## src/rtl/mem_arb_pkg.sv

```systemverilog
// Shared types and defaults for the unified-memory port arbiter.
// Holds the arbiter state and grant encodings.
package mem_arb_pkg;

  localparam int ARB_XLEN = 32;

  typedef enum logic [1:0] {
    ARB_IDLE = 2'd0,
    ARB_IF   = 2'd1,
    ARB_DM   = 2'd2
  } arb_state_e;

  typedef enum logic [1:0] {
    GNT_NONE = 2'd0,
    GNT_IF   = 2'd1,
    GNT_DM   = 2'd2
  } arb_gnt_e;

endpackage

```

## src/rtl/mem_arb_pick.sv

```systemverilog
// Combinational grant selection: data port first, unless the fetch port
// has been starved long enough to be forced through.
module mem_arb_pick
  import mem_arb_pkg::*;
(
  input  logic     if_req_i,
  input  logic     dm_req_i,
  input  logic     force_if_i,
  output arb_gnt_e gnt_o
);

  // force_if only matters while a fetch is actually waiting; otherwise a
  // saturated counter would lock out a lone data request.
  always_comb begin
    gnt_o = GNT_NONE;
    if (dm_req_i && !(force_if_i && if_req_i)) begin
      gnt_o = GNT_DM;
    end else if (if_req_i) begin
      gnt_o = GNT_IF;
    end
  end

endmodule

```

## src/rtl/mem_port_arbiter.sv

```systemverilog
// IF/DM arbiter for one single-port memory with req/ack sequencing and stalls.
// Optional ack timeout with sticky err_o: define ARB_TIMEOUT_EN.
module mem_port_arbiter
  import mem_arb_pkg::*;
#(
  parameter int XLEN           = ARB_XLEN,
  parameter int MAX_STARVE     = 4,
  parameter int TIMEOUT_CYCLES = 64
) (
  input  logic            clk_i,
  input  logic            rst_i,
  input  logic            if_req_i,
  input  logic [XLEN-1:0] if_addr_i,
  output logic [XLEN-1:0] if_rdata_o,
  output logic            if_valid_o,
  input  logic            dm_req_i,
  input  logic            dm_we_i,
  input  logic [XLEN-1:0] dm_addr_i,
  input  logic [XLEN-1:0] dm_wdata_i,
  output logic [XLEN-1:0] dm_rdata_o,
  output logic            dm_valid_o,
  output logic            stall_if_o,
  output logic            stall_dm_o,
  output logic            mem_req_o,
  output logic            mem_we_o,
  output logic [XLEN-1:0] mem_addr_o,
  output logic [XLEN-1:0] mem_wdata_o,
  input  logic            mem_ack_i,
  input  logic [XLEN-1:0] mem_rdata_i,
  output logic            err_o,
  output arb_state_e      dbg_state_o
);

  localparam int SW = $clog2(MAX_STARVE + 1);

  // Handshake: mem_req_o rises on a grant and holds until mem_ack_i is seen
  // at an edge; that edge drops mem_req_o and pulses the owner's valid for
  // one cycle. Requesters hold req/addr until their valid pulse.
  arb_state_e      r_state;
  logic [SW-1:0]   r_starve;
  logic            r_mem_req;
  logic            r_mem_we;
  logic [XLEN-1:0] r_mem_addr;
  logic [XLEN-1:0] r_mem_wdata;
  logic [XLEN-1:0] r_if_rdata;
  logic [XLEN-1:0] r_dm_rdata;
  logic            r_if_valid;
  logic            r_dm_valid;
  logic            w_force_if;
  arb_gnt_e        w_gnt;

  assign w_force_if = (r_starve == SW'(MAX_STARVE));

  mem_arb_pick u_pick (
    .if_req_i   (if_req_i),
    .dm_req_i   (dm_req_i),
    .force_if_i (w_force_if),
    .gnt_o      (w_gnt)
  );

`ifdef ARB_TIMEOUT_EN
  localparam int TW = $clog2(TIMEOUT_CYCLES + 1);
  logic [TW-1:0] r_to_cnt;
  logic          r_err;
  assign err_o = r_err;
`else
  // No timeout in this build: the flag can never set.
  assign err_o = (TIMEOUT_CYCLES < 0);
`endif

  always_ff @(posedge clk_i or negedge rst_i) begin
    if (!rst_i) begin
      r_state     <= ARB_IDLE;
      r_starve    <= '0;
      r_mem_req   <= 1'b0;
      r_mem_we    <= 1'b0;
      r_mem_addr  <= '0;
      r_mem_wdata <= '0;
      r_if_rdata  <= '0;
      r_dm_rdata  <= '0;
      r_if_valid  <= 1'b0;
      r_dm_valid  <= 1'b0;
`ifdef ARB_TIMEOUT_EN
      r_to_cnt    <= '0;
      r_err       <= 1'b0;
`endif
    end else begin
      r_if_valid <= 1'b0;
      r_dm_valid <= 1'b0;
      case (r_state)
        ARB_IDLE: begin
          case (w_gnt)
            GNT_DM: begin
              r_state     <= ARB_DM;
              r_mem_req   <= 1'b1;
              r_mem_we    <= dm_we_i;
              r_mem_addr  <= dm_addr_i;
              r_mem_wdata <= dm_wdata_i;
              if (!if_req_i)       r_starve <= '0;
              else if (!w_force_if) r_starve <= r_starve + 1'b1;
`ifdef ARB_TIMEOUT_EN
              r_to_cnt    <= '0;
`endif
            end
            GNT_IF: begin
              r_state    <= ARB_IF;
              r_mem_req  <= 1'b1;
              r_mem_we   <= 1'b0;
              r_mem_addr <= if_addr_i;
              r_starve   <= '0;
`ifdef ARB_TIMEOUT_EN
              r_to_cnt   <= '0;
`endif
            end
            default: ;
          endcase
        end
        ARB_IF, ARB_DM: begin
          if (mem_ack_i) begin
            r_state   <= ARB_IDLE;
            r_mem_req <= 1'b0;
            if (r_state == ARB_IF) begin
              r_if_valid <= 1'b1;
              r_if_rdata <= mem_rdata_i;
            end else begin
              r_dm_valid <= 1'b1;
              if (!r_mem_we) r_dm_rdata <= mem_rdata_i;
            end
`ifdef ARB_TIMEOUT_EN
          end else if (r_to_cnt == TW'(TIMEOUT_CYCLES - 1)) begin
            // Abandon the access: release the requester without new data.
            r_state   <= ARB_IDLE;
            r_mem_req <= 1'b0;
            r_err     <= 1'b1;
            if (r_state == ARB_IF) r_if_valid <= 1'b1;
            else                   r_dm_valid <= 1'b1;
          end else begin
            r_to_cnt <= r_to_cnt + 1'b1;
`endif
          end
        end
        default: r_state <= ARB_IDLE;
      endcase
    end
  end

  assign mem_req_o   = r_mem_req;
  assign mem_we_o    = r_mem_we;
  assign mem_addr_o  = r_mem_addr;
  assign mem_wdata_o = r_mem_wdata;
  assign if_rdata_o  = r_if_rdata;
  assign dm_rdata_o  = r_dm_rdata;
  assign if_valid_o  = r_if_valid;
  assign dm_valid_o  = r_dm_valid;
  assign stall_if_o  = if_req_i & ~r_if_valid;
  assign stall_dm_o  = dm_req_i & ~r_dm_valid;
  assign dbg_state_o = r_state;

endmodule

```

## config.mk

```make
export PLATFORM = sky130hd
export DESIGN_NAME = mem_port_arbiter
export DESIGN_NICKNAME = d
export VERILOG_FILES = /design/src/rtl/mem_arb_pkg.sv /design/src/rtl/mem_arb_pick.sv /design/src/rtl/mem_port_arbiter.sv
export SDC_FILE = /design/constraint.sdc
export NUM_CORES = 1
export LEC_CHECK = 0
export CORE_MARGIN = 4
export CORE_UTILIZATION = 37
export DETAILED_ROUTE_END_ITERATION = 16
export GPL_TIMING_DRIVEN = 1
export PLACE_DENSITY_LB_ADDON = 0.2
export SETUP_SLACK_MARGIN = 0.3
export SLEW_MARGIN = 10
export SYNTH_ARGS = -nofsm -noshare
export SYNTH_HDL_FRONTEND = slang
export SYNTH_SLANG_ARGS = --single-unit
```

## constraint.sdc

```tcl
create_clock -name clk_i -period 1.7 [get_ports clk_i]
set_input_delay 0.34 -clock clk_i [delete_from_list [all_inputs] [get_ports clk_i]]
set_output_delay 0.34 -clock clk_i [all_outputs]
set_load 0.01 [all_outputs]
```

==> metrics.md, run 1 <==
| Metric | Value |
|---|---|
| Status | complete, but fails checks |
| Failing checks | setup timing |
| Die Width | about 130 um |
| Die Footprint | 17900 sq um |
| Initial core utilization | 38.2% |
| Clk pin slew, worst setup/hold paths | around 0.06 ns |
| TritonCTS clock tree | built |
| Final Cell Area | a little over 10000 sq um |
| Final setup viols | 12 |
| Number of synthesized register bits | approximately 140 |
| Routed length on met1 | 7900 um |
| Final Wtd Congestion | ~0.73 |
| Min-delay worst type | primary input to async pin |
| Most common cell after layout, fill and taps aside | dfrtp_1 |
| Synth Cell Area | 5850 sq um |
| Met3 wire len | about 1700 um |
| Period utilisation layout | 101% |
| N_diodes | 0 |
| Buffers on Ports | 269 |
| Max VDD drop | between 1 and 1.5 mV |
| Congestion Overflow GR | 0 |
| IO Pins | roughly 270 |
| Fin Setup TNS | -0.194 ns |
| Post-synth EDFFs | 0 |
| Syn Nets | approximately 580 |
| Seq/Total Area, Yosys | between 50 and 60% |
| Pwr/cell area | roughly 1800 nW/um^2 |
| Crit-path slowest cell | dfrtp_1 |
| Initial antenna violation count | 0 |
| Core area | 15300 sq um |
| Static Leak | 4.84 nW |
| Metal2 WL | around 9900 um |
| First-pass GRT wire length | between 20000 and 30000 um |
| Worst skew pair latency | 0.41 ns |
| Total track usage | a little over a fifth |
| Post-layout util | between 60% and 70% |
| H-Tree Depth | 4 |
| Most frequently used flop master after synthesis | dfrtp_1 |
| Drt via density | between 4 and 5 |
| Crit-path max cell delay | between 0.4 and 0.5 ns |
| Total power | ~19 mW |
| Maximum clock path buffer count | 2 |
| Commonest cells after routing, fill and taps aside | dfrtp_1, clkdlybuf4s50_1, clkbuf_2, mux2_4, buf_2 |
| Async set-reset flop share out of synthesis | between 90% and 100% |
| Setup Skew | between 0.008 and 0.009 ns |
| Clock Sinks | 137 |
| Synth unique cells | 32 |
| DR WL/cell | about 20 um |
| Period minus WS final | ~1.7 ns |
| Maximum number of pins on one net before global-route repair | 38 |
| Total Routed Length | just under 20000 um |
| Worst path cell trace | inv_2, ha_4, nand2_4, nor3_4, buf_12, clkbuf_16, mux2_2 |
| Arr. time, crit path | between 2 and 2.5 ns |
| Fmax | between 500 and 600 MHz |
| Drt pass-1 iters | 6 |
| HPWL after DPL | roughly 13000 um |
| Worst Setup Start Kind | register |
| Max-slew violations | 0 |
| Initial DRC Count | 150 |
| Mean Syn Cell Area | 13.4 sq um |
| Cell count after synthesis | ~440 |
| Num CTS Buffers | 17 |
| Crit. End Element | register |
| Top layer in use | met4 |
| Max-cap violations | 0 |
| Layout Nets | 914 |
| Clock root buffer | clkbuf_16 |
| Unrepaired setup endpoints after global routing | yes |
| Critical path peak fanout | 8 |
| Worst Path Required | 2.00 ns |
| Area growth syn-to-layout | 76.2% |
| Fin worst setup slack | -0.0229 ns |
| Die H | 134 um |
| Hold Violations, Final | 0 |
| Vias | ~5000 |
| Area after DPL | just over 9000 sq um |
| CP Class | register to register |
| Synth warnings | 0 |
| Post-route ant nets | 0 |
| Vias in the first global route | between 5000 and 6000 |
| Hold_ws | 0.393 ns |
| Row cnt | 45 |
| DR DRC count | 0 |
| Share of layout cells above drive strength 1 | between 50% and 60% |
[registers in the layout (all words and copies together) (netlist names)]
name / flops
dbg_state_o: 2
dm_valid_o: 1
if_valid_o: 1
r_starve: 3
mem_addr_o: 32
mem_we_o: 1
dm_rdata_o: 32
mem_wdata_o: 32
if_rdata_o: 32
mem_req_o: 1
[synth_stat cells, types with 6 or more instances]
cell type	n	share of area (%)
nand2_1	73	4.7
inv_1	6	0.39
clkbuf_1	13	0.83
buf_2	6	0.51
buf_6	7	1.3
buf_4	7	0.90
o211ai_2	28	6.0
dfrtp_1	137	59
nand4_1	32	3.4
mux2_2	92	18
[worst max-delay path: cells and delay by family, from the launching register on]
family | cells | cell delay, ns
flip-flops | 1 | 0.41
buffers and inverters | 3 | 0.38
multiplexers | 1 | 0.33
adder cells (fa/ha/maj) | 1 | 0.28
AND/OR/NAND/NOR | 2 | 0.20
[final timing paths]
path / from / to / slack (ns) / cells past startpoint
hold reg to reg: mem_addr_o[12]$_DFFE_PN0P_ / mem_addr_o[12]$_DFFE_PN0P_ / 0.48 / 2
hold / removal: rst_i / mem_addr_o[21]$_DFFE_PN0P_ / 0.39 / 2
setup / recovery: dbg_state_o[0]$_DFFE_PN0P_ / dm_rdata_o[25]$_DFFE_PN0P_ / -0.02 / 7
min in group clk_i: if_req_i / mem_addr_o[30]$_DFFE_PN0P_ / 0.46 / 3
max in group asynchronous: rst_i / mem_wdata_o[5]$_DFFE_PN0P_ / 0.75 / 3
setup reg to reg: dbg_state_o[0]$_DFFE_PN0P_ / dm_rdata_o[25]$_DFFE_PN0P_ / -0.02 / 7
[layout make-up]
class / instances / area (sq um)
well taps: 211 / 264
clock buffers: 21 / 460
fillers: 1194 / 5010
repair buffers: 354 / 3360
flip-flops and latches: 137 / 3430
inverters: 6 / 22.5
multi-input cells: 260 / 2620
clock inverters: 10 / 143
[report_power, final]
group          internal [mW]  switching (mW)
sequential              4.89           0.922
clock                   2.39            1.40
combinational           5.31            4.14
total                   12.6            6.46
[metal layers]
metal | global-route usage (%) | up-vias
met5 | 0 | -
met4 | 7.14 | 0
met3 | 7.97 | 20
met2 | 35.0 | 224
met1 | 25.8 | 2483
li1 | - | 2244
[per-stage QoR]
| stage | instances | worst slack (ns) |
|---|---|---|
| final | 999 | -0.0229 |
| after detailed placement | 908 | -0.258 |
| after floorplan | 437 | 0.0312 |
| after CTS | 974 | -0.000782 |
| after global placement | 908 | -0.275 |
| after global routing | 999 | -0.0598 |
[cells by family (layout without fill, tap and decap cells)]
| group | Yosys count | after routing | share of synthesized area (%) |
|---|---|---|---|
| muxes | 96 | 96 | 18.5 |
| AOI/OAI and AO/OA | 46 | 46 | 8.90 |
| and+or+nand+nor | 113 | 113 | 8.99 |
| buffers and inverters | 40 | 391 | 4.05 |
| adders and majority gates | 4 | 4 | 0.856 |
| other | 1 | 1 | 0.0642 |
| DFF | 137 | 137 | 58.6 |
[what timing repair did]
item | 4_1_cts | 5_1_grt
hold endpoints to repair | 26 | 0
pin swaps | 9 | 25
buffers inserted | 24 | 18
endpoints found under the setup margin | 269 | 255
gates cloned | 10 | 7
hold buffers | 1 | 0
gates resized for setup | 386 | 165
(Power assumes the default switching activity.)
==> inputs of run 2 (changes only) <==
Settings changed: RECOVER_POWER from default to 25.
==> run 2 against run 1 <==
Effect of this change: the flow still finishes with violations (setup timing); non-clock buffer count is the same; clock power is essentially flat; utilization shrank 0.18 points; clock skew is essentially flat; register-to-register slack is essentially flat; flip-flop and latch count is the same; first-iteration DRC count is the same; count of clock-buffer cells in the layout is the same; worst hold slack gained 0.069 ns; critical path type unchanged; largest power group unchanged.
==> metrics.md, run 2 (same netlist as run 1, synthesis figures left out) <==
| Metric | Value |
|---|---|
| Worst hold start | if_req_i |
| Actual slew at the worst max-slew pin | approximately 0.86 ns |
| Vias | slightly below 5000 |
| Initial DRC Count | 150 |
| Worst skew pair latency | 0.41 ns |
| Rel. slew slack | 42.8% |
| Min-delay worst type | primary input to register |
| FF-to-FF setup slack | -0.02 ns |
| Num CTS Buffers | 17 |
| Drt pass-1 iters | 6 |
| Fin Setup TNS | -0.194 ns |
| Total track usage | a little over a fifth |
| Layout Nets | slightly above 900 |
| DR DRC count | 0 |
| Clock root buffer | clkbuf_16 |
| Total Routed Length | 19800 um |
| Min-Delay Endpoint | mem_addr_o[30]$_DFFE_PN0P_ |
| N_diodes | 0 |
| Worst Path Required | ~2 ns |
| CP Class | register to register |
| First-pass GRT wire length | roughly 30000 um |
| Worst r2r src | dbg_state_o[0]$_DFFE_PN0P_ |
| Setup Skew | 0.00856 ns |
| Finished Layout Cells | between 900 and 1000 |
| Initial core utilization | approximately two fifths |
| IO Pins | 271 |
| Initial antenna violation count | 0 |
| R2r endpoint | dm_rdata_o[25]$_DFFE_PN0P_ |
| Commonest cells after routing, fill and taps aside | dfrtp_1, clkdlybuf4s50_1, clkbuf_2, mux2_4, buf_2 |
| TritonCTS clock tree | built |
| Maximum number of pins on one net before global-route repair | 38 |
| Worst Setup Start Kind | register |
| Die H | 134 um |
| Core area | between 15000 and 20000 sq um |
| Area growth syn-to-layout | 75.8% |
| Placement Setup Slack | -0.258 ns |
| Fmax | between 500 and 600 MHz |
| Most common cell after layout, fill and taps aside | dfrtp_1 |
| Vias in the first global route | 5330 |
| Hold Violations, Final | 0 |
| Pwr/cell area | about 1900 nW/um^2 |
| H-Tree Depth | 4 |
| Post-route ant nets | 0 |
| Buffers on Ports | between 200 and 300 |
| Maximum clock path buffer count | 2 |
| Max-cap violations | 0 |
| Worst r2r path cells | 7 |
| Row cnt | between 40 and 50 |
| Period minus WS final | 1.72 ns |
| Die Footprint | ~18000 sq um |
| Die Width | 134 um |
| Max-slew violations | 0 |
| Arr. time, crit path | about 2.0 ns |
| HPWL after DPL | 12700 um |
| DR WL/cell | between 15 and 20 um |
| Drt via density | approximately 5.0 |
| Fillers | between 1000 and 1500 |
| Final Wtd Congestion | about 0.73 |
| Critical path peak fanout | 8 |
| Unrepaired setup endpoints after global routing | yes |
| Placed cells | 908 |
| Fin worst setup slack | -0.0229 ns |
| Crit. End Element | register |
| Failing checks | setup timing |
| Final setup viols | 12 |
| Static Leak | a little under 5 nW |
| Worst Hold Depth | 3 |
| Clock Sinks | 137 |
| Congestion Overflow GR | 0 |
| Max VDD drop | ~1.2 mV |
| Period utilisation layout | 101% |
| Status | complete, but fails checks |
| Share of layout cells above drive strength 1 | a little over half |
| Clk pin slew, worst setup/hold paths | around 0.060 ns |
[run 2: how the worst max path moves through the flow]
stage                                     startpoint  cells after the start                    endpoint  slack [ns]
after CTS                 dbg_state_o[1]$_DFFE_PN0P_                      7  dm_rdata_o[24]$_DFFE_PN0P_     -0.0008
after global placement                      dm_req_i                      3                  stall_dm_o       -0.28
final                     dbg_state_o[0]$_DFFE_PN0P_                      7  dm_rdata_o[25]$_DFFE_PN0P_       -0.02
after global routing      dbg_state_o[0]$_DFFE_PN0P_                      7  dm_rdata_o[17]$_DFFE_PN0P_       -0.06
after detailed placement                    dm_req_i                      3                  stall_dm_o       -0.26
after floorplan           dbg_state_o[1]$_DFFE_PN0P_                      6  dm_rdata_o[21]$_DFFE_PN0P_        0.03
[run 2: per-stage QoR]
| stage | area [sq um] | hold WS [ns] | utilization (%) | total power, mW |
|---|---|---|---|---|
| 6_report | 10300 | 0.462 | 67.1 | 19.0 |
| 5_1_grt | 10300 | 0.458 | 67.1 | 20.1 |
| 4_1_cts | 10400 | 0.375 | 67.9 | 18.9 |
| 3_5_place_dp | 9150 | 0.250 | 59.8 | 14.6 |
| 3_3_place_gp | 9150 | 0.249 | 59.8 | 14.4 |
| 2_1_floorplan | 6180 | 0.0444 | - | 10.1 |
[run 2: worst max-delay path, cell delays in order, from the launching register on]
cell and delay, ns:
dfrtp_1 0.41, inv_2 0.06, ha_4 0.28, nand2_4 0.05, nor3_4 0.15, buf_12 0.16, clkbuf_16 0.16, mux2_2 0.33
[run 2: cell type report]
| class | instances | area (sq um) | area share, % |
|---|---|---|---|
| clock inverter | 10 | 143 | 1.39 |
| inverter | 6 | 22.5 | 0.219 |
| clock buffer | 21 | 460 | 4.48 |
| multi-input combinational | 260 | 2620 | 25.5 |
| sequential | 137 | 3430 | 33.4 |
| tap | 211 | 264 | 2.57 |
| timing repair buffer | 354 | 3340 | 32.5 |
[run 2: report_power, final]
| group | switching (mW) | total [mW] | internal, mW | leakage, nW |
|---|---|---|---|---|
| Clock | 1.40 | 3.79 | 2.39 | 0.294 |
| Sequential | 0.922 | 5.81 | 4.89 | 1.65 |
| Combinational | 4.13 | 9.44 | 5.31 | 2.89 |
| Total | 6.46 | 19.0 | 12.6 | 4.83 |
[run 2: layer usage]
metal,track usage [%],routed length [um]
met3,7.97,1710
met2,35.0,9870
met5,0,0
met4,7.14,325
met1,25.8,7890
[run 2: timing repair]
| action | CTS | global route |
|---|---|---|
| hold buffers | 1 | 0 |
| pin swaps | 9 | 25 |
| setup buffers | 24 | 18 |
| endpoints found under the setup margin | 269 | 255 |
| cloned | 10 | 7 |
| resized for setup | 386 | 165 |
| hold endpoints to repair | 26 | 0 |
==> inputs of run 3 (changes only) <==
Settings changed: CELL_PAD_IN_SITES_DETAIL_PLACEMENT from default to 1, CELL_PAD_IN_SITES_GLOBAL_PLACEMENT from default to 2, CORE_UTILIZATION 37 to 23, PLACE_DENSITY_LB_ADDON 0.2 to 0.1, SLEW_MARGIN 10 to 20.
==> run 3 against run 2 <==
Effect of this change: count of clock-buffer cells in the layout is 2 lower; global-route usage down 5.3 points; highest routed layer unchanged; clock power rose by 5%; critical endpoint is now dm_rdata_o[15]$_DFFE_PN0P_; largest power group unchanged; the run still ends with setup timing left; final cell count up 13%; flip-flop and latch count unchanged; clock skew is 0.0036 ns higher; die area up 57%.
==> metrics.md, run 3 (same netlist as run 1, synthesis figures left out) <==
| Metric | Value |
|---|---|
| Status | complete, but fails checks |
| Failing checks | setup timing |
| Routed length on met1 | 9580 um |
| Metal2 WL | roughly 11000 um |
| Buffers on Ports | roughly 270 |
| Worst r2r src | dbg_state_o[1]$_DFFE_PN0P_ |
| Flop pwr share | between 20% and 30% |
| Congestion Overflow GR | 0 |
| Worst Path Required | 2.00 ns |
| Met3 wire len | 1530 um |
| Post-route ant nets | 0 |
| Min-Delay Endpoint | r_starve[0]$_DFFE_PN0P_ |
| Post-layout util | 42.7% |
| HPWL after DPL | approximately 15000 um |
| Initial antenna violation count | 0 |
| Critical path peak fanout | 16 |
| Core area | about 25000 sq um |
| Comb pwr share | between 50% and 60% |
| Top layer in use | met4 |
| Period minus WS final | between 1.5 and 2 ns |
| Maximum number of pins on one net before global-route repair | 43 |
| Worst skew pair latency | approximately 0.41 ns |
| Die Width | approximately 170 um |
| Rel. slew slack | between 20 and 30% |
| Final setup viols | 21 |
| DR WL/cell | slightly above 20 um |
| Min-delay worst type | primary input to register |
| Clock root buffer | clkbuf_16 |
| IO Pins | between 200 and 300 |
| Crit. End Element | register |
| Fmax | approximately 580 MHz |
| Maximum clock path buffer count | 2 |
| Period utilisation layout | 101% |
| Hold Violations, Final | 0 |
| Worst Setup Start Kind | register |
| N_diodes | 0 |
| Die Footprint | 28000 sq um |
| Clock Sinks | 137 |
| Most common cell after layout, fill and taps aside | dfrtp_1 |
| FF-to-FF setup slack | -0.02 ns |
| Static Leak | approximately 5 nW |
| Commonest cells after routing, fill and taps aside | dfrtp_1, clkdlybuf4s50_1, buf_2, mux2_2, mux2_4 |
| Placed cells | around 1000 |
| Row cnt | 58 |
| Max-slew violations | 0 |
| Area growth syn-to-layout | 83.5% |
| NetSw | a little under 7 mW |
| R2r endpoint | dm_rdata_o[15]$_DFFE_PN0P_ |
| Initial DRC Count | between 100 and 150 |
| H-Tree Depth | 4 |
| Unrepaired setup endpoints after global routing | yes |
| Vias | slightly below 5000 |
| Vias in the first global route | about 5600 |
| Final Wtd Congestion | 0.744 |
| Placement Setup Slack | -0.294 ns |
| DR DRC count | 0 |
| TritonCTS clock tree | built |
| Pwr/cell area | between 1500 and 2000 nW/um^2 |
| Die H | 167 um |
| Fillers | 2670 |
| Fin worst setup slack | -0.0247 ns |
| Initial core utilization | 23.3% |
| Sw frac | 34.9% |
| Share of layout cells above drive strength 1 | a little under three fifths |
| Actual slew at the worst max-slew pin | ~1.1 ns |
| Max VDD drop | between 0.5 and 0.6 mV |
| Drt pass-1 iters | 5 |
| Clock share of power | approximately 20% |
| Worst hold start | if_req_i |
| Total track usage | 16.0% |
| Hold_ws | 0.464 ns |
| Arr. time, crit path | a little over 2 ns |
| Num CTS Buffers | 17 |
| Finished Layout Cells | 1128 |
| Max-cap violations | 0 |
| Drt via density | approximately 4.4 |
| CP Class | register to register |
| Clk pin slew, worst setup/hold paths | about 0.060 ns |
| Setup Skew | roughly 0.012 ns |
| Internal power | between 10 and 15 mW |
| First-pass GRT wire length | ~35000 um |
| Worst Hold Depth | 3 |
| Total Routed Length | roughly 23000 um |
| Layout Nets | between 900 and 1000 |
| Worst r2r path cells | 7 |
[run 3: cell type report]
type	count	area (sq um)	area share [%]
repair buffers	363	3490	32.6
multi-input cells	260	2740	25.6
inverters	6	22.5	0.210
clock buffers	19	443	4.13
flip-flops and latches	137	3430	32.0
well taps	330	413	3.85
clock inverters	13	181	1.69
[run 3: worst max-delay path, cell delays in order, from the launching register on]
cell and delay, ns:
dfrtp_1 0.37, inv_2 0.06, buf_4 0.14, ha_4 0.16, nor3_4 0.22, buf_12 0.15, buf_12 0.16, mux2_2 0.35
[run 3: per-layer routing]
metal,up-vias,track usage [%]
li1,2263,-
met1,2507,19.9
met2,163,26.8
met3,20,5.43
met4,0,3.95
met5,-,0
[run 3: what timing repair did]
action,CTS,global route
hold buffers,1,0
resized for setup,528,116
setup endpoints to repair,270,217
endpoints found under the hold margin,37,0
buffers inserted,24,19
gates cloned,17,3
pin swaps,43,27
[run 3: how the worst max path moves through the flow]
stage / start / end / cells after the start
2_1_floorplan: dbg_state_o[1]$_DFFE_PN0P_ / dm_rdata_o[21]$_DFFE_PN0P_ / 6
3_3_place_gp: dm_req_i / mem_wdata_o[17]$_DFFE_PN0P_ / 6
3_5_place_dp: dm_req_i / mem_wdata_o[0]$_DFFE_PN0P_ / 6
4_1_cts: dbg_state_o[0]$_DFFE_PN0P_ / dm_rdata_o[22]$_DFFE_PN0P_ / 5
5_1_grt: dbg_state_o[1]$_DFFE_PN0P_ / dm_rdata_o[15]$_DFFE_PN0P_ / 7
6_report: dbg_state_o[1]$_DFFE_PN0P_ / dm_rdata_o[15]$_DFFE_PN0P_ / 7
[run 3: power by group through the flow]
stage / sequential, mW / combinational, mW / clock, mW
3_5_place_dp: 5.85 / 9.08 / 0
4_1_cts: 5.83 / 9.98 / 4.14
6_report: 5.78 / 9.97 / 3.98
3_3_place_gp: 5.79 / 8.93 / 0
2_1_floorplan: 6.50 / 3.60 / 0
5_1_grt: 6.02 / 10.7 / 4.29
[run 3: through the flow]
stage / total power [mW] / area [sq um] / setup TNS [ns]
after global routing: 21.0 / 10700 / -2.17
after global placement: 14.7 / 9360 / -17.03
after detailed placement: 14.9 / 9360 / -20.61
final: 19.7 / 10700 / -0.280
after floorplan: 10.1 / 6180 / 0
after CTS: 19.9 / 10800 / 0
